$ cat src/rtl/wb_sched_pkg.sv
// Shared definitions for the register-file writeback scheduler:
// writeback mux source codes, FSM state encoding and the stack-pointer init target.
package wb_sched_pkg;

  typedef enum logic [3:0] {
    WB_ALU   = 4'b0000,
    WB_MDR   = 4'b0001,
    WB_HI    = 4'b0010,
    WB_LO    = 4'b0011,
    WB_K227  = 4'b0100,
    WB_ZERO  = 4'b0101,
    WB_ONE   = 4'b0110,
    WB_SHIFT = 4'b0111,
    WB_LUI   = 4'b1000
  } wb_src_e;

  typedef enum logic [0:0] {
    ST_INIT = 1'b0,
    ST_RUN  = 1'b1
  } state_e;

  localparam int SP_INIT_REG = 29;

  // MDR (0001) belongs to the load path, so the control unit may not request it.
  function automatic logic cu_sel_legal(input logic [3:0] sel);
    return (sel <= 4'(WB_LUI)) && (sel != 4'(WB_MDR));
  endfunction

endpackage

$ cat src/rtl/wb_sched_if.sv
// Request and writeback-port bundle between the two requesters and the scheduler.
interface wb_sched_if #(
  parameter int REG_AW = 5,
  parameter int SEL_W  = 4
);
  logic              cu_valid;
  logic              cu_ready;
  logic [SEL_W-1:0]  cu_sel;
  logic [REG_AW-1:0] cu_dst;
  logic              ld_valid;
  logic              ld_ready;
  logic [REG_AW-1:0] ld_dst;
  logic [SEL_W-1:0]  wb_sel;
  logic [REG_AW-1:0] wb_dst;
  logic              wb_we;
  logic              init_done;
  logic              sel_err;
  logic [1:0]        pend_cnt;

  modport master (
    output cu_valid, cu_sel, cu_dst, ld_valid, ld_dst,
    input  cu_ready, ld_ready, wb_sel, wb_dst, wb_we, init_done, sel_err, pend_cnt
  );

  modport slave (
    input  cu_valid, cu_sel, cu_dst, ld_valid, ld_dst,
    output cu_ready, ld_ready, wb_sel, wb_dst, wb_we, init_done, sel_err, pend_cnt
  );
endinterface

$ cat src/rtl/wb_hold_buf.sv
// One-entry holding register; it can be refilled in the same cycle its entry issues.
module wb_hold_buf #(
  parameter int W = 9
) (
  input  logic         clk,
  input  logic         reset_n,
  input  logic         push,
  input  logic [W-1:0] din,
  input  logic         issue,
  output logic         ready,
  output logic         valid,
  output logic [W-1:0] dout
);
  logic         valid_r;
  logic [W-1:0] data_r;

  assign ready = !valid_r || issue;
  assign valid = valid_r;
  assign dout  = data_r;

  // Entry capture on push, release on issue.
  always_ff @(posedge clk or negedge reset_n) begin
    if (!reset_n) begin
      valid_r <= 1'b0;
      data_r  <= '0;
    end else if (push) begin
      valid_r <= 1'b1;
      data_r  <= din;
    end else if (issue) begin
      valid_r <= 1'b0;
    end else begin
      valid_r <= valid_r;
    end
  end
endmodule

$ cat src/rtl/wb_sched.sv
// Writeback scheduler: arbitrates the control unit and load path onto the single
// register-file write port, after a one-time stack-pointer init write.
module wb_sched
  import wb_sched_pkg::*;
#(
  parameter int REG_AW     = 5,
  parameter int SEL_W      = 4,
  parameter bit INIT_EN    = 1'b1,
  parameter int INIT_REG   = SP_INIT_REG,
  parameter int STARVE_MAX = 2
) (
  input  logic       clk,
  input  logic       reset_n,
  wb_sched_if.slave  bus
);
  localparam int CW = (STARVE_MAX < 1) ? 1 : $clog2(STARVE_MAX + 1);
  localparam int BW = SEL_W + REG_AW;

  state_e            state_r, state_nxt;
  logic              run_s;
  logic              cu_push_s, ld_push_s, cu_rdy_s, ld_rdy_s;
  logic              cu_ready_s, ld_ready_s, cu_v_s, ld_v_s;
  logic [BW-1:0]     cu_q_s, ld_q_s;
  logic              cu_pick_s, ld_pick_s;
  logic [CW-1:0]     starve_r, starve_nxt;
  logic [SEL_W-1:0]  wb_sel_r;
  logic [REG_AW-1:0] wb_dst_r;
  logic              wb_we_r, init_done_r, sel_err_r;
  logic [1:0]        pend_cnt_r;
  logic              cu_nxt_s, ld_nxt_s;

  assign cu_ready_s = run_s && cu_rdy_s;
  assign ld_ready_s = run_s && ld_rdy_s;
  // Illegal selects still handshake but never enter the buffer.
  assign cu_push_s  = bus.cu_valid && cu_ready_s && cu_sel_legal(bus.cu_sel);
  assign ld_push_s  = bus.ld_valid && ld_ready_s;
  assign cu_nxt_s   = cu_push_s || (cu_v_s && !cu_pick_s);
  assign ld_nxt_s   = ld_push_s || (ld_v_s && !ld_pick_s);

  wb_hold_buf #(.W(BW)) u_cu_buf (
    .clk(clk), .reset_n(reset_n), .push(cu_push_s), .din({bus.cu_sel, bus.cu_dst}),
    .issue(cu_pick_s), .ready(cu_rdy_s), .valid(cu_v_s), .dout(cu_q_s)
  );

  wb_hold_buf #(.W(BW)) u_ld_buf (
    .clk(clk), .reset_n(reset_n), .push(ld_push_s), .din({SEL_W'(WB_MDR), bus.ld_dst}),
    .issue(ld_pick_s), .ready(ld_rdy_s), .valid(ld_v_s), .dout(ld_q_s)
  );

  // FSM state register.
  always_ff @(posedge clk or negedge reset_n) begin
    if (!reset_n) begin
      state_r <= ST_INIT;
    end else begin
      state_r <= state_nxt;
    end
  end

  // Next state and issue arbitration; loads win unless the control unit is starved.
  always_comb begin
    state_nxt  = state_r;
    run_s      = 1'b0;
    ld_pick_s  = 1'b0;
    cu_pick_s  = 1'b0;
    starve_nxt = starve_r;
    case (state_r)
      ST_INIT: begin
        state_nxt = ST_RUN;
      end
      ST_RUN: begin
        run_s = 1'b1;
        if (ld_v_s && !(cu_v_s && (starve_r == CW'(STARVE_MAX)))) begin
          ld_pick_s = 1'b1;
        end else if (cu_v_s) begin
          cu_pick_s = 1'b1;
        end else begin
          ld_pick_s = 1'b0;
        end
        if (cu_pick_s) begin
          starve_nxt = '0;
        end else if (cu_v_s) begin
          starve_nxt = starve_r + CW'(1);
        end else begin
          starve_nxt = starve_r;
        end
      end
      default: begin
        state_nxt = ST_INIT;
      end
    endcase
  end

  // Registered writeback port, status flags and starvation count.
  always_ff @(posedge clk or negedge reset_n) begin
    if (!reset_n) begin
      wb_sel_r    <= SEL_W'(WB_ZERO);
      wb_dst_r    <= '0;
      wb_we_r     <= 1'b0;
      init_done_r <= 1'b0;
      sel_err_r   <= 1'b0;
      pend_cnt_r  <= 2'd0;
      starve_r    <= '0;
    end else begin
      sel_err_r  <= bus.cu_valid && cu_ready_s && !cu_sel_legal(bus.cu_sel);
      pend_cnt_r <= {1'b0, cu_nxt_s} + {1'b0, ld_nxt_s};
      starve_r   <= starve_nxt;
      case (state_r)
        ST_INIT: begin
          init_done_r <= 1'b1;
          if (INIT_EN) begin
            wb_sel_r <= SEL_W'(WB_K227);
            wb_dst_r <= REG_AW'(INIT_REG);
            wb_we_r  <= 1'b1;
          end else begin
            wb_we_r  <= 1'b0;
          end
        end
        ST_RUN: begin
          // Destination 0 consumes the slot and moves the mux but never writes.
          if (ld_pick_s) begin
            {wb_sel_r, wb_dst_r} <= ld_q_s;
            wb_we_r <= (ld_q_s[REG_AW-1:0] != REG_AW'(0));
          end else if (cu_pick_s) begin
            {wb_sel_r, wb_dst_r} <= cu_q_s;
            wb_we_r <= (cu_q_s[REG_AW-1:0] != REG_AW'(0));
          end else begin
            wb_we_r <= 1'b0;
          end
        end
        default: begin
          wb_we_r <= 1'b0;
        end
      endcase
    end
  end

  assign bus.cu_ready  = cu_ready_s;
  assign bus.ld_ready  = ld_ready_s;
  assign bus.wb_sel    = wb_sel_r;
  assign bus.wb_dst    = wb_dst_r;
  assign bus.wb_we     = wb_we_r;
  assign bus.init_done = init_done_r;
  assign bus.sel_err   = sel_err_r;
  assign bus.pend_cnt  = pend_cnt_r;
endmodule

$ cat src/flat_wrapper.sv
// flat-port wrapper written by rule: the top's interface ports become plain ports
module wb_sched_flat import wb_sched_pkg::*;
#(
  parameter int REG_AW     = 5,
  parameter int SEL_W      = 4,
  parameter bit INIT_EN    = 1'b1,
  parameter int INIT_REG   = SP_INIT_REG,
  parameter int STARVE_MAX = 2
)
  (clk, reset_n, bus_cu_valid, bus_cu_sel, bus_cu_dst, bus_ld_valid, bus_ld_dst, bus_cu_ready, bus_ld_ready, bus_wb_sel, bus_wb_dst, bus_wb_we, bus_init_done, bus_sel_err, bus_pend_cnt);
  wb_sched_if #(.REG_AW(REG_AW), .SEL_W(SEL_W)) bus_i ();
  input  logic clk;
  input  logic reset_n;
  input wire logic [$bits(bus_i.cu_valid)-1:0] bus_cu_valid;
  input wire logic [$bits(bus_i.cu_sel)-1:0] bus_cu_sel;
  input wire logic [$bits(bus_i.cu_dst)-1:0] bus_cu_dst;
  input wire logic [$bits(bus_i.ld_valid)-1:0] bus_ld_valid;
  input wire logic [$bits(bus_i.ld_dst)-1:0] bus_ld_dst;
  output wire logic [$bits(bus_i.cu_ready)-1:0] bus_cu_ready;
  output wire logic [$bits(bus_i.ld_ready)-1:0] bus_ld_ready;
  output wire logic [$bits(bus_i.wb_sel)-1:0] bus_wb_sel;
  output wire logic [$bits(bus_i.wb_dst)-1:0] bus_wb_dst;
  output wire logic [$bits(bus_i.wb_we)-1:0] bus_wb_we;
  output wire logic [$bits(bus_i.init_done)-1:0] bus_init_done;
  output wire logic [$bits(bus_i.sel_err)-1:0] bus_sel_err;
  output wire logic [$bits(bus_i.pend_cnt)-1:0] bus_pend_cnt;
  assign bus_i.cu_valid = bus_cu_valid;
  assign bus_i.cu_sel = bus_cu_sel;
  assign bus_i.cu_dst = bus_cu_dst;
  assign bus_i.ld_valid = bus_ld_valid;
  assign bus_i.ld_dst = bus_ld_dst;
  assign bus_cu_ready = bus_i.cu_ready;
  assign bus_ld_ready = bus_i.ld_ready;
  assign bus_wb_sel = bus_i.wb_sel;
  assign bus_wb_dst = bus_i.wb_dst;
  assign bus_wb_we = bus_i.wb_we;
  assign bus_init_done = bus_i.init_done;
  assign bus_sel_err = bus_i.sel_err;
  assign bus_pend_cnt = bus_i.pend_cnt;
  wb_sched #(.REG_AW(REG_AW), .SEL_W(SEL_W), .INIT_EN(INIT_EN), .INIT_REG(INIT_REG), .STARVE_MAX(STARVE_MAX)) u_core (.clk(clk), .reset_n(reset_n), .bus(bus_i));
endmodule
$ cat config.mk
export PLATFORM = sky130hd
export DESIGN_NAME = wb_sched_flat
export DESIGN_NICKNAME = d
export VERILOG_FILES = /design/src/rtl/wb_sched_pkg.sv /design/src/rtl/wb_sched_if.sv /design/src/rtl/wb_hold_buf.sv /design/src/rtl/wb_sched.sv /design/src/flat_wrapper.sv
export SDC_FILE = /design/constraint.sdc
export NUM_CORES = 1
export LEC_CHECK = 0
export BUFFER_PORTS_ARGS = -buffer_cell sky130_fd_sc_hd__buf_4
export CAP_MARGIN = 20
export CORE_MARGIN = 1.5
export CORE_UTILIZATION = 56
export CTS_BUF_LIST = sky130_fd_sc_hd__clkbuf_8
export DETAILED_ROUTE_END_ITERATION = 8
export PLACE_DENSITY = 0.84
export REMOVE_ABC_BUFFERS = 1
export SLEW_MARGIN = 20
export SYNTH_ARGS = -nofsm -noshare
export SYNTH_HDL_FRONTEND = slang
export SYNTH_HIERARCHICAL = 1
export SYNTH_SLANG_ARGS = --single-unit
$ cat constraint.sdc
create_clock -name clk -period 2.3 [get_ports clk]
set_clock_uncertainty 0.05 [all_clocks]
set_input_delay 0.46 -clock clk [delete_from_list [all_inputs] [get_ports clk]]
set_output_delay 0.46 -clock clk [all_outputs]
set_load 0.005 [all_outputs]
==> impl_summary.log, run 1 <==
INFO  metric run_status = finished, final reports clean
INFO  metric placed_area = 0.001981 sq mm
INFO  metric register_area = roughly 930 sq um
INFO  metric clkSlewWorstSetupHoldPaths = roughly 0.070 ns
INFO  metric cts_hold_buf = 0
INFO  metric cts_tree = yes
INFO  metric worst-r2r-setup-slack = just under 0.1 ns
INFO  metric via_count = roughly 1100
INFO  metric grt_start_max_net_pins = 38
INFO  metric detailedRoute.firstPassIterationCount = 4
INFO  metric dp_hpwl = 2478 um
INFO  metric core = 0.002781 sq mm
INFO  metric synth.yosys.seq_area_share = 55.92%
INFO  metric cts_root_buf = clkbuf_8
INFO  metric worst_slack = 0.09902 ns
INFO  metric globalRoute.totalOverflow = 0
INFO  metric fin_setup_tns = 0 ns
INFO  metric min-delay-path-class = in -> async
INFO  metric critPathRequiredTime = 2.42 ns
INFO  metric achievable-frequency = ~450 MHz
INFO  metric post_synth_instance_area = between 0.0015 and 0.002 sq mm
INFO  metric overall_routing_resource_usage = 22.89%
INFO  metric antennaDiodeCount = 0
INFO  metric min_period_over_period = 95.69%
INFO  metric num-nets-final = about 200
INFO  metric relative_area_change_from_synthesis_to_final_layout = 26.98%
INFO  metric crit_arrival = ~2.3 ns
INFO  metric critPathCaptureType = flop
INFO  metric placed_cells = 201
INFO  metric cp_max_fo = 5
INFO  metric port_buffers = 33
INFO  metric finalMaxSlewViolations = 0
INFO  metric h-tree-depth = 2
INFO  metric setup_viol_count_final = 0
INFO  metric mean_instance_size_in_the_synthesized_netlist = around 12 sq um
INFO  metric fillerInstances = 190
INFO  metric syn-instance-count = roughly 130
INFO  metric cts.sinks = 37
INFO  metric avgViaCountPerCell = ~5.4
INFO  metric die_width = between 50 and 60 um
INFO  metric powerDensity = 1253 mW/mm^2
INFO  metric initialDrtViolationCount = 16
INFO  metric cts-buffers-inserted = 5
INFO  metric max_cap_violations = 0
INFO  metric detailed_route_wl = between 3000 and 4000 um
INFO  metric worst_ir_drop_on_vdd = between 1000 and 1500 uV
INFO  metric mostFrequentLayoutCell = buf_4
INFO  metric timing.critical_path.from_type = flop
INFO  metric ioPinCount = 34
INFO  metric vias_in_the_first_global_route = roughly 1200
INFO  metric ys.warnings.count = 6
INFO  metric layout-drive-gt1-share = slightly above 40%
INFO  metric r2r-end = u_core/u_cu_buf/dout[2]$_DFFE_PN0P_
INFO  metric regToRegStartpoint = u_core/starve_r[0]$_DFFE_PN0P_
INFO  metric core.rowCount = 19
INFO  metric route.antenna.remaining_nets = 0
INFO  metric power.total = approximately 2.6 mW
INFO  metric leakagePower = 1.034 nW
INFO  metric critical_path_class = reg -> reg
INFO  metric drc = 0
INFO  metric grt_first_pass_wirelength = about 5500 um
INFO  metric reg2regPathDepth = 9
INFO  metric postSynthRegisterBits = 37
INFO  metric relative_slew_margins = 64.14%
INFO  metric insertion_delay = slightly below 0.3 ns
INFO  metric clock_tree.buffer_depth = 2
INFO  metric post_synth_num_cell_types = 32
INFO  metric antenna_found_initial = 0
INFO  metric place_ws = 0.04534 ns
INFO  metric initial_utilization = around three fifths
INFO  metric layout_common_cells = buf_4 (42), dfrtp_1 (35), nand2_1 (19)
INFO  metric final_cell_area = approximately 0.0021 sq mm
INFO  metric timing_worst_slew_pin_value = between 0.5 and 0.6 ns
INFO  metric multi_input_area = a little over 700 sq um
INFO  metric die_area = around 0.0033 sq mm
INFO  metric routedWlPerCell = ~16 um
INFO  metric fin_cells = around 210
INFO  metric timing.final.crit_period = around 2.2 ns
INFO  metric die_height = ~57 um
INFO  metric routabilityCongestion = around 0.85
INFO  metric finalHoldViolations = 0
## state kept, by name, indices dropped and copies added, names as in the netlist
signal                 cells
u_core/bus.wb_dst          5
u_core/u_cu_buf/dout       9
u_core/bus.wb_we           1
u_core/bus.sel_err         1
u_core/bus.pend_cnt        2
u_core/u_ld_buf/dout       9
u_core/bus.wb_sel          4
u_core/state_r             1
u_core/u_cu_buf/valid      1
u_core/bus.init_done       1
u_core/starve_r            2
u_core/u_ld_buf/valid      1
## synthesized netlist by cell type
cell type / number / area [sq um]
a211oi_1: 1 / 7.510
a21bo_2: 1 / 10.01
a21boi_2: 1 / 11.26
a21o_1: 3 / 22.52
a21oi_1: 1 / 5.000
a31oi_1: 5 / 31.28
and2_1: 2 / 12.51
and2_4: 1 / 8.760
and3_1: 1 / 6.260
buf_2: 2 / 10.01
buf_6: 2 / 22.52
clkbuf_1: 2 / 7.510
conb_1: 2 / 7.510
dfrtp_1: 35 / 875.8
dfstp_2: 2 / 52.55
ha_1: 2 / 25.02
inv_1: 2 / 7.510
mux2_4: 18 / 270.3
mux2i_1: 4 / 40.04
nand2_1: 19 / 71.32
nand2b_1: 5 / 31.28
nand3_1: 2 / 10.01
nor2_1: 8 / 30.03
nor3_1: 1 / 5.000
nor3b_1: 1 / 7.510
o211ai_1: 1 / 7.510
o21a_1: 1 / 7.510
o21ai_0: 1 / 5.000
o21ai_1: 4 / 20.02
o31ai_1: 1 / 7.510
or3b_1: 1 / 8.760
or4_1: 2 / 15.01
## final cells by class
| type | instances | area share (%) |
|---|---|---|
| Timing Repair Buffer | 43 | 15.91 |
| Clock buffer | 5 | 3.264 |
| Clock inverter | 3 | 0.6528 |
| Tap cell | 31 | 1.840 |
| Inverter | 2 | 0.3561 |
| Sequential cell | 37 | 44.04 |
| Multi-Input combinational cell | 92 | 33.95 |
## logic make-up after synthesis
| logic type | synth area share (%) |
|---|---|
| AO/OA/AOI/OAI | 8.139 |
| adder cells (fa/ha/maj) | 1.507 |
| buffers and inverters | 2.864 |
| flip-flops | 55.92 |
| multiplexers | 18.69 |
| other | 0.4523 |
| AND/OR/NAND/NOR | 12.43 |
## per-layer routing
| metal | track usage [%] | part of all wire [%] |
|---|---|---|
| met5 | 0 | 0 |
| met4 | 7.973 | 1.2 |
| met3 | 6.803 | 4.6 |
| met2 | 37.01 | 51 |
| met1 | 29.39 | 43 |
## worst max path at each step
stage / start / to / slack, ns / cells past startpoint
floorplan: u_core/starve_r[0]$_DFFE_PN0P_ / u_core/bus.pend_cnt[0]$_DFF_PN0_ / -0.52 / 9
global placement: u_core/starve_r[0]$_DFFE_PN0P_ / u_core/u_cu_buf/dout[0]$_DFFE_PN0P_ / 0.22 / 9
detailed placement: u_core/starve_r[0]$_DFFE_PN0P_ / u_core/u_cu_buf/dout[2]$_DFFE_PN0P_ / 0.05 / 9
CTS: u_core/starve_r[0]$_DFFE_PN0P_ / u_core/u_cu_buf/dout[2]$_DFFE_PN0P_ / 0.01 / 9
global route: u_core/starve_r[0]$_DFFE_PN0P_ / u_core/u_cu_buf/dout[2]$_DFFE_PN0P_ / -0.02 / 9
finish: u_core/starve_r[0]$_DFFE_PN0P_ / u_core/u_cu_buf/dout[2]$_DFFE_PN0P_ / 0.1 / 9
## worst max-delay path, stage by stage (launching register included)
cell      delay [ns]
dfrtp_1         0.41
inv_1           0.08
ha_1            0.18
a21boi_2        0.08
nor2_1          0.11
nand2b_4        0.14
nand3_1         0.15
a211oi_4        0.36
buf_4           0.22
mux2_4          0.31
## where the power goes
| group | leakage [nW] | switching [mW] | internal (mW) |
|---|---|---|---|
| Sequential | 0.434 | 0.204 | 0.947 |
| Clock | 0.0491 | 0.230 | 0.205 |
| Combinational | 0.550 | 0.438 | 0.617 |
| Total | 1.03 | 0.872 | 1.77 |
## through the flow
stage / util, % / hold slack [ns]
floorplan: - / 0.1144
global placement: 71.21 / 0.3832
detailed placement: 71.21 / 0.3957
CTS: 74.18 / 0.07544
global route: 75.80 / 0.1040
finish: 75.80 / 0.06665
## timing repair
action,4_1_cts,5_1_grt
endpoints found under the setup margin,0,8
buffers inserted,0,4
resized for setup,0,2
Power figures use the tool's default switching activity.
==> run 2, diff against run 1 <==
CTS_BUF_LIST = sky130_fd_sc_hd__clkbuf_4 sky130_fd_sc_hd__clkbuf_8   (was sky130_fd_sc_hd__clkbuf_8)
RECOVER_POWER = 100   (was unset)
==> impl_summary.log, run 2 (synthesized netlist as in run 1, its figures left out) <==
INFO  metric setup_viol_count_final = 0
INFO  metric grt_start_max_net_pins = 38
INFO  metric die_width = approximately 57 um
INFO  metric vias_in_the_first_global_route = between 1000 and 1500
INFO  metric clock_tree.buffer_depth = 2
INFO  metric overall_routing_resource_usage = roughly 23%
INFO  metric worst_ir_drop_on_vdd = just under 900 uV
INFO  metric relative_area_change_from_synthesis_to_final_layout = 19.89%
INFO  metric detailed_route_wl = between 3000 and 4000 um
INFO  metric cts_tree = yes
INFO  metric layout_common_cells = dfrtp_1 (35), clkbuf_4 (21), buf_4 (20)
INFO  metric clkSlewWorstSetupHoldPaths = ~0.11 ns
INFO  metric min_delay_path_depth = 2
INFO  metric worst_path_largest_cell_delay = ~0.40 ns
INFO  metric pwr-share-comb = 37.6%
INFO  metric route.antenna.remaining_nets = 0
INFO  metric powerDensity = 1194 mW/mm^2
INFO  metric initialDrtViolationCount = 17
INFO  metric core.rowCount = 19
INFO  metric critPathRequiredTime = 1.79 ns
INFO  metric critPathTopFamily = flip-flops
INFO  metric cp_max_fo = 3
INFO  metric h-tree-depth = 2
INFO  metric cts_root_buf = clkbuf_4
INFO  metric cts-buffers-inserted = 5
INFO  metric rsz_0062_raised_after_global_routing = no
INFO  metric layout-drive-gt1-share = 31.84%
INFO  metric port_buffers = 33
INFO  metric fillerInstances = 219
INFO  metric final_cell_area = ~0.002 sq mm
INFO  metric reg2regPathDepth = 9
INFO  metric worst-path-stages = 7
INFO  metric dp_hpwl = approximately 2500 um
INFO  metric via_count = about 1100
INFO  metric switching_part_of_the_total = 34.58%
INFO  metric worst-r2r-setup-slack = about 0.14 ns
INFO  metric relative_slew_margins = -28.50%
INFO  metric critPathSlowestCell = dfrtp_1
INFO  metric timing.final.crit_period = around 2.2 ns
INFO  metric initial_utilization = between 50 and 60%
INFO  metric switching_power = 0.8220 mW
INFO  metric finalHoldViolations = 0
INFO  metric min-delay-path-class = in -> reg
INFO  metric cellInternalPower = between 1.5 and 2 mW
INFO  metric placed_cells = between 200 and 250
INFO  metric antenna_found_initial = 0
INFO  metric globalRoute.totalOverflow = 0
INFO  metric routedWlPerCell = 15.64 um
INFO  metric timing_worst_slew_pin_value = 1.928 ns
INFO  metric critical_path_buf_inv_count = 2
INFO  metric avgViaCountPerCell = around 5.3
INFO  metric core = between 0.002 and 0.003 sq mm
INFO  metric min_period_over_period = a little over nine tenths
INFO  metric die_height = approximately 57 um
INFO  metric die_area = approximately 0.0033 sq mm
INFO  metric detailedRoute.firstPassIterationCount = 4
INFO  metric timing.critical_path.from_type = flop
INFO  metric num-nets-final = 198
INFO  metric finalMaxSlewViolations = 38
INFO  metric seqPwrFrac = 48.0%
INFO  metric ioPinCount = 34
INFO  metric clock_power_share = between 10% and 20%
INFO  metric leakagePower = between 0.9 and 1 nW
INFO  metric routabilityCongestion = ~0.85
INFO  metric drc = 0
INFO  metric fin_cells = 210
INFO  metric crit_arrival = ~1.7 ns
INFO  metric grt_first_pass_wirelength = between 5000 and 6000 um
INFO  metric antennaDiodeCount = 0
INFO  metric placed_area = ~0.0020 sq mm
INFO  metric critical_path_class = reg -> out
INFO  metric critPathCaptureType = primary output
INFO  metric cts.sinks = 37
INFO  metric failed_checks = max-capacitance violations, max-slew violations
INFO  metric critical_path.cell_chain = inv_1 > ha_2 > a21boi_2 > nor2_1 > nand2b_4 > and2_1 > clkbuf_4
INFO  metric finish.utilization = between 70% and 80%
INFO  metric max_cap_violations = 1
INFO  metric insertion_delay = about 0.34 ns
INFO  metric run_status = finished, violations left
INFO  metric mostFrequentLayoutCell = dfrtp_1
INFO  metric achievable-frequency = 457.5 MHz
==> run 2: cell types whose count changed in the layout (fill, tap and decap cells not counted), sizes merged <==
cell | before | now
clkbuf | 5 | 26
inv | 3 | 2
buf | 43 | 20
==> run 2: final cells by class <==
cell class                      instances  area, sq um  share of cell area [%]
Multi-Input combinational cell         92        676.9                   34.00
Clock buffer                            6        45.04                   2.263
Inverter                                2        7.507                  0.3771
Timing Repair Buffer                   40        284.0                   14.27
Clock inverter                          2        10.01                  0.5028
Tap cell                               31        38.79                   1.948
Sequential cell                        37        928.4                   46.64
==> run 2: timing repair <==
item / CTS / global route
hold buffers: 0 / 0
resized for setup: 0 / 4
buffers inserted: 0 / 1
endpoints found under the setup margin: 0 / 9
endpoints found under the hold margin: 0 / 0
==> run 2: per-stage QoR <==
step                      power (mW)  setup slack [ns]  hold WS, ns  TNS [ns]
after global placement         2.093            0.2156       0.3832         0
after CTS                      2.505          0.004442     0.001221         0
after detailed placement       2.161           0.04534       0.3957         0
after floorplan                1.739           -0.5232       0.1144    -5.798
final                          2.377            0.1143       0.2724         0
after global routing           2.545          0.005634       0.2628         0
==> run 2: path summary, 6_finish.rpt <==
kind                                                  startpoint                                   to
worst min-delay path                               bus_ld_dst[1]  u_core/u_ld_buf/dout[1]$_DFFE_PN0P_
max in group asynchronous                                reset_n     u_core/bus.wb_dst[4]$_DFFE_PN0P_
min in group asynchronous                                reset_n  u_core/u_cu_buf/dout[4]$_DFFE_PN0P_
worst max register to register    u_core/starve_r[0]$_DFFE_PN0P_  u_core/u_cu_buf/dout[0]$_DFFE_PN0P_
worst max-delay path              u_core/starve_r[0]$_DFFE_PN0P_                         bus_cu_ready
worst min register to register  u_core/bus.init_done$_DFFE_PN0N_     u_core/bus.init_done$_DFFE_PN0N_
==> run 2: power by group through the flow <==
stage	sequential [mW]	combinational (mW)	clock, mW
finish	1.14	0.893	0.344
global route	1.18	0.988	0.377
CTS	1.14	1.01	0.353
detailed placement	1.16	1.01	0
global placement	1.14	0.951	0
floorplan	1.11	0.628	0
==> run 2: metal layers <==
layer	wire length, um	GRT usage [%]	vias to the layer above	part of all wire (%)
li1	-	-	544	-
met1	1429	28.94	539	44
met2	1649	37.66	33	50
met3	172	6.803	4	5.2
met4	33	7.973	0	1.0
met5	0	0	-	0
==> run 2: worst register-to-register path, cell delays in order, from the launching register on <==
cell and delay (ns):
dfrtp_1 0.42, inv_1 0.08, ha_2 0.18, a21boi_2 0.07
nor2_1 0.11, nand2b_4 0.14, nand3_1 0.14, a211oi_4 0.31
buf_4 0.22, mux2_1 0.32
